**src/rtl/fetch_queue.sv**
```systemverilog
// Instruction fetch queue: issues word requests to imem and buffers {pc, word} for decode.
// Define FETCH_PREFETCH_EN for a 2-entry buffer (prefetch); otherwise a single entry.
module fetch_queue #(
   parameter logic [31:0] RESET_PC = 32'h0000_0000
) (
   input  logic        clk,
   input  logic        reset,
   output logic        imem_req,
   output logic [31:0] imem_addr,
   input  logic        imem_ack,
   input  logic [31:0] imem_rdata,
   input  logic        redirect,
   input  logic [31:0] redirect_pc,
   output logic        inst_valid,
   output logic [31:0] inst,
   output logic [31:0] inst_pc,
   output logic [31:0] inst_pc_plus4,
   input  logic        inst_ready
);

`ifdef FETCH_PREFETCH_EN
   localparam int unsigned DEPTH = 2;
`else
   localparam int unsigned DEPTH = 1;
`endif
   localparam logic [1:0] DEPTH_C = 2'(DEPTH);
   localparam logic       LAST_PTR = 1'(DEPTH - 1);

   // Two physical slots; with DEPTH = 1 the pointers never leave slot 0.
   logic [31:0] buf_pc_q   [2];
   logic [31:0] buf_word_q [2];
   logic [31:0] fetch_pc_q, fetch_pc_d;
   logic        rd_ptr_q, rd_ptr_d;
   logic        wr_ptr_q, wr_ptr_d;
   logic [1:0]  count_q, count_d;
   logic [31:0] hold_pc_q, hold_word_q;
   logic        push, pop;

   function automatic logic ptr_inc(input logic p);
      return (p == LAST_PTR) ? 1'b0 : ~p;
   endfunction

   always_comb begin
      imem_req      = !reset && (count_q < DEPTH_C);
      imem_addr     = fetch_pc_q;
      inst_valid    = (count_q != 2'd0);
      // Empty head shows whatever was last presented.
      inst          = inst_valid ? buf_word_q[rd_ptr_q] : hold_word_q;
      inst_pc       = inst_valid ? buf_pc_q[rd_ptr_q]   : hold_pc_q;
      inst_pc_plus4 = inst_pc + 32'd4;
      push          = imem_req && imem_ack && !redirect;
      pop           = inst_valid && inst_ready && !redirect;
   end

   always_comb begin
      fetch_pc_d = fetch_pc_q;
      rd_ptr_d   = rd_ptr_q;
      wr_ptr_d   = wr_ptr_q;
      count_d    = count_q;
      if (redirect) begin
         fetch_pc_d = {redirect_pc[31:2], 2'b00};
         rd_ptr_d   = 1'b0;
         wr_ptr_d   = 1'b0;
         count_d    = 2'd0;
      end else begin
         if (push) begin
            fetch_pc_d = fetch_pc_q + 32'd4;
            wr_ptr_d   = ptr_inc(wr_ptr_q);
         end
         if (pop) begin
            rd_ptr_d = ptr_inc(rd_ptr_q);
         end
         count_d = count_q + {1'b0, push} - {1'b0, pop};
      end
   end

   always_ff @(posedge clk or posedge reset) begin
      if (reset) begin
         fetch_pc_q  <= RESET_PC;
         rd_ptr_q    <= 1'b0;
         wr_ptr_q    <= 1'b0;
         count_q     <= 2'd0;
         hold_pc_q   <= 32'd0;
         hold_word_q <= 32'd0;
         for (int i = 0; i < 2; i++) begin
            buf_pc_q[i]   <= 32'd0;
            buf_word_q[i] <= 32'd0;
         end
      end else begin
         fetch_pc_q  <= fetch_pc_d;
         rd_ptr_q    <= rd_ptr_d;
         wr_ptr_q    <= wr_ptr_d;
         count_q     <= count_d;
         hold_pc_q   <= inst_pc;
         hold_word_q <= inst;
         if (push) begin
            buf_pc_q[wr_ptr_q]   <= fetch_pc_q;
            buf_word_q[wr_ptr_q] <= imem_rdata;
         end
      end
   end

endmodule

```
**config.mk**
```make
export PLATFORM = sky130hd
export DESIGN_NAME = fetch_queue
export DESIGN_NICKNAME = d
export VERILOG_FILES = /design/src/rtl/fetch_queue.sv
export SDC_FILE = /design/constraint.sdc
export NUM_CORES = 1
export LEC_CHECK = 0
export CAP_MARGIN = 30
export CORE_MARGIN = 2
export CORE_UTILIZATION = 53
export DETAILED_ROUTE_END_ITERATION = 10
export GPL_ROUTABILITY_DRIVEN = 0
export PLACE_DENSITY = 0.87
export SETUP_SLACK_MARGIN = 0.5
export SLEW_MARGIN = 20
export SYNTH_ARGS = -nofsm -noshare
export SYNTH_HDL_FRONTEND = slang
export SYNTH_SLANG_ARGS = --single-unit
```
**constraint.sdc**
```tcl
create_clock -name clk -period 10.66 [get_ports clk]
set_input_delay 1.066 -clock clk [delete_from_list [all_inputs] [get_ports clk]]
set_output_delay 1.066 -clock clk [all_outputs]
set_load 0.02 [all_outputs]
```
# Yosys cells after proc, flatten, opt, wreduce, memory -nomap -nowiden
# Cells that the tools add are included.
dict set report totals {
  elab_cells 54
  out_inout_bits 130
  ff_bits 228
}
dict set report classes {
  reduce_logical 11
  add_sub_neg 4
  muxes 21
  magnitude_cmp 4
  bitwise_logic 4
}
# operator count
set op_table {}
lappend op_table {{two-way mux 32 bit} 11}
lappend op_table {{bitwise mux 64 bit} 2}
lappend op_table {{adder 32 x 3 -> 32 bit (second input constant)} 2}
lappend op_table {{demux 32 bit (select 1 bit)} 1}
lappend op_table {{logical AND 1 bit} 6}
lappend op_table {{two-way mux 1 bit} 6}
lappend op_table {{nonzero test 2 bit} 3}
lappend op_table {{greater-or-equal comparator 2 bit (second input constant)} 2}
lappend op_table {{< comparator 2 x 1 -> 1 bit (second input constant)} 2}
lappend op_table {{NOT 1 -> 2 bit} 2}
lappend op_table {{adder 2 x 1 -> 2 bit} 1}
lappend op_table {{zero test 1 bit} 2}
lappend op_table {{two-way mux 2 bit} 1}
lappend op_table {{NOT 1 bit} 2}
lappend op_table {{subtractor 2 x 1 -> 2 bit} 1}

# Depth between registers and ports, before layout
dict set report logic_depth {
  depth_word 7
  ltp_mapped 13
}

# Least setup slack after synthesis
# No wires, ideal clock.
dict set report synth_path {
  path_type {reg2out}
  startpoint {register count_q[1]}
  endpoint {output inst_pc_plus4[24]}
  path_stages_with_launch 14
  path_buffers 5
  arrival_ns 3.321
  setup_slack_ns 6.273
  path_cell_list {dfrtp_1 buf_6 nor2_2 buf_2 buf_2 clkbuf_1 nand2_1 nand2_1 ha_1 o21ai_0 or3_1 buf_2 a2111oi_2 xor2_1}
}
dict set report synth_between {
  elab_chain_len 3
}
# element line
set synth_rtl {}
lappend synth_rtl {{from (decl)} 35} ;# logic [1:0] count_q, count_d;
lappend synth_rtl {{from (signal assigned)} 93} ;# count_q <= count_d;
lappend synth_rtl {{nonzero test 2 bit} 46} ;# inst_valid = (count_q != 2'd0);
lappend synth_rtl {{two-way mux 32 bit} 49} ;# inst_pc = inst_valid ? buf_pc_q[rd_ptr_q] : hold_pc_q;
lappend synth_rtl {{net inst_pc[3]} 16} ;# output logic [31:0] inst_pc,
lappend synth_rtl {{adder 32 x 3 -> 32 bit} 50} ;# inst_pc_plus4 = inst_pc + 32'd4;
lappend synth_rtl {{to (decl)} 17} ;# output logic [31:0] inst_pc_plus4,
# The timed path passes the listed nets, and every way through them passes these cells.

# Worst setup path after layout
dict set report layout_path {
  startpoint {register count_q[0]}
  endpoint {output inst_pc_plus4[24]}
}
dict set report layout_between {
  elab_chain_len 3
}
# element line
set layout_rtl {}
lappend layout_rtl {{nonzero test 2 bit} 46}
lappend layout_rtl {{two-way mux 32 bit} 49}
lappend layout_rtl {{adder 32 x 3 -> 32 bit} 50}
# Every way passes these cells.

==> reports/qor.tcl <==
set qor(result_of_the_run) {finished clean}
set qor(floorplan_die_area_um2) 15330
set qor(worstSetupStartpointType) {register}
set qor(timing_worst_setup_path_type) {reg -> out}
set qor(holdBufCountCts) 0
set qor(final.min_clock_period_ns) 5.870
set qor(setup_slack_after_placement_ns) 5.322
set qor(vias_per_cell) 5.496
set qor(worstPathMaxFanout) 36
set qor(fin_total_pwr_mw) 2.685
set qor(synth-edff-count) 0
set qor(synth.lib_cells_used.distinct) 59
set qor(finClkSkew_ns) 0.006335
set qor(min_delay_worst_endpoint) {hold_word_q[0]$_DFF_PP0_}
set qor(reg2reg_setup_slack_ns) 7.18
set qor(cts.repair.resized) 0
set qor(synth-warning-count) 0
set qor(initial_core_util) 0.5461
set qor(min_period_over_period) 0.5506
set qor(wire_per_inst_um) 18.05
set qor(post_synth.cell_area_avg_um2) 10.66
set qor(placement_rows) 43
set qor(synth-seq-cells) 158
set qor(timing_hold_violations_final) 0
set qor(maxCapViolCount) 0
set qor(postCtsSetupBuffers) 0
set qor(detail_route.wirelength_mm) 19.58
set qor(dr_total_vias) 5963
set qor(layout.filler_cells) 944
set qor(vdd_ir_drop_max_v) 0.0001484
set qor(worstMarginPinSlew_ns) 0.9601
set qor(hpwlAfterDp_mm) 13.43
set qor(pwr_density_cell_nw_per_um2) 265.3
set qor(fp.coreArea_um2) 13930
set qor(tritoncts) {yes}
set qor(postPlaceCellArea_um2) 9560
set qor(cts_num_sinks) 158
set qor(timing.hold.worst.start) {hold_word_q[0]$_DFF_PP0_}
set qor(final_util) 0.7265
set qor(maxClockFrequency_mhz) 170.4
set qor(cp_data_arrival_time_ns) 4.80
set qor(ys_dominant_reg_cell) {sky130_fd_sc_hd__dfrtp_1}
set qor(critPathCaptureType) {primary output}
set qor(globalRoute.totalOverflow) 0
set qor(drt_drc_violations_left) 0
set qor(drt_pass1_iterations) 5
set qor(nNetsFinal) 967
set qor(grt_first_pass_wirelength_mm) 30.47
set qor(reg2reg_depth) 10
set qor(worst_hold_path.num_cells) 2
set qor(die_h_um) 123.8
set qor(portBuffers) 194
set qor(synthArstFlopShare) 1.000
set qor(clkLatencyLatePin_ns) 0.43
set qor(io_pins) 199
set qor(rsz0062_at_grt) {no}
set qor(vias_in_the_first_global_route) 5800
set qor(maxSlewHeadroom) 0.3599
set qor(place.detailed.instances) 1054
set qor(synth_top_area_cell) {sky130_fd_sc_hd__dfrtp_1}
set qor(synth_top_area_share) 0.5196
set qor(final_cell_area_um2) 10120
set qor(drt_first_iter_violations) 437
set qor(synthesis.area_um2) 7610
set qor(setup_ws_ns) 4.790
set qor(hold_class) {reg -> reg}
set qor(final_antenna_net_count) 0
set qor(clock_tree.buffer_depth) 2
set qor(drive_gt1_frac) 0.1414
set qor(post_synth_main_area_contributors) {sky130_fd_sc_hd__dfrtp_1 (52%), sky130_fd_sc_hd__mux2_2 (9.9%), sky130_fd_sc_hd__nand2_1 (9.2%)}
set qor(number_of_antenna_violations_at_the_first_check_in_global_routing) 0
set qor(finalHoldWorstSlack_ns) 0.4621
set qor(syn_to_final_growth_pct) 33.03
set qor(cts_htree_levels) 4
set qor(most_frequent_standard_cell_in_the_layout_excluding_fill_and_tap_cells) {sky130_fd_sc_hd__clkdlybuf4s50_1}
set qor(multi_input_area_um2) 3312
set qor(report.final.setup_viol) 0
set qor(cellLeakagePower_nw) 4.420
set qor(clock-root-buffer) {sky130_fd_sc_hd__clkbuf_16}
set qor(globalRouteTotalUtil) 0.2624
set qor(die_width_um) 123.8
set qor(post_syn_instances) 714
set qor(grt_max_degree) 95
set qor(cts_buffers) 17
set qor(setup_tns_ns) 0
set qor(clk_transition_reported_paths_ns) 0.06
set qor(final-max-slew-violation-count) 0
set qor(rr_endpoint) {count_q[1]$_DFF_PP0_}
set qor(antenna_cells) 0
set qor(final_cells) 1085
set qor(crit-reg2reg-launch) {count_q[0]$_DFF_PP0_}
set qor(final_cell_mix) {sky130_fd_sc_hd__clkdlybuf4s50_1 (193), sky130_fd_sc_hd__nand2_1 (187), sky130_fd_sc_hd__dfrtp_1 (158)}
set qor(regArea_um2) 3954
set qor(required_ns) 9.59
set qor(synth-seq-area-share) 0.5196
-- Yosys cell counts, drive strengths merged, types with 12 or more instances --
cell type,count
mux2,67
xor2,19
dfrtp,158
nand3,12
inv,22
clkbuf,17
nand2,189
nor3,19
xnor2,38
buf,24
o21ai,37
nor2,16
-- layout make-up --
| type | instances | share of cell area |
|---|---|---|
| inverters | 22 | 0.008652 |
| clock inverters | 9 | 0.008652 |
| repair buffers | 201 | 0.1973 |
| clock buffers | 21 | 0.04548 |
| multi-input cells | 494 | 0.3272 |
| well taps | 180 | 0.02225 |
| flip-flops and latches | 158 | 0.3906 |
-- cells by family after synthesis --
logic type	Yosys count	share of synthesized area
buffers and inverters	63	0.04817
multiplexers	78	0.1136
XOR/XNOR	57	0.06560
AO/OA/AOI/OAI	63	0.05541
AND/OR/NAND/NOR	290	0.1906
adder cells (fa/ha/maj)	4	0.006577
flip-flops	158	0.5196
other	1	0.0004928
-- power breakdown --
| part | internal [mW] | leakage (nW) | switching (mW) |
|---|---|---|---|
| sequential | 0.795 | 1.95 | 0.135 |
| clock | 0.331 | 0.258 | 0.238 |
| combinational | 0.544 | 2.22 | 0.642 |
| total | 1.67 | 4.42 | 1.02 |
-- layer usage --
metal / vias up / GRT usage / part of all wire
li1: 2760 / - / -
met5: - / 0 / 0
met4: 0 / 0.1023 / 0.031
met3: 43 / 0.05723 / 0.063
met1: 2942 / 0.3699 / 0.42
met2: 218 / 0.3987 / 0.48
-- flip-flops by register name, summed over array words and instances, names as in the netlist --
name and flops:
hold_word_q 32, count_q 2, buf_pc_q 30, imem_addr 30, buf_word_q 32, hold_pc_q 32
-- critical path, cell delays in order, from the launching register on --
cell and delay [ns]:
sky130_fd_sc_hd__dfrtp_1 0.97, sky130_fd_sc_hd__nor2_4 0.35, sky130_fd_sc_hd__buf_4 0.38, sky130_fd_sc_hd__clkinv_1 0.10, sky130_fd_sc_hd__nand2_1 0.06, sky130_fd_sc_hd__nand2_1 0.12
sky130_fd_sc_hd__ha_1 0.32, sky130_fd_sc_hd__o21ai_0 0.24, sky130_fd_sc_hd__or3_1 0.51, sky130_fd_sc_hd__a2111oi_2 0.41, sky130_fd_sc_hd__xor2_1 0.25, sky130_fd_sc_hd__clkdlybuf4s50_1 0.64
-- how the worst max path moves through the flow --
stage                               from                        to  slack, ns  cells after the start
floorplan                          reset  buf_pc_q[34]$_DFFE_PP0P_       5.33                      1
global placement    count_q[1]$_DFF_PP0_         inst_pc_plus4[24]       5.33                     11
detailed placement  count_q[1]$_DFF_PP0_         inst_pc_plus4[29]       5.32                      9
CTS                 count_q[1]$_DFF_PP0_         inst_pc_plus4[24]       4.80                     11
global route        count_q[0]$_DFF_PP0_         inst_pc_plus4[24]       4.53                     11
finish              count_q[0]$_DFF_PP0_         inst_pc_plus4[24]       4.79                     11
Power figures use the tool's default switching activity.
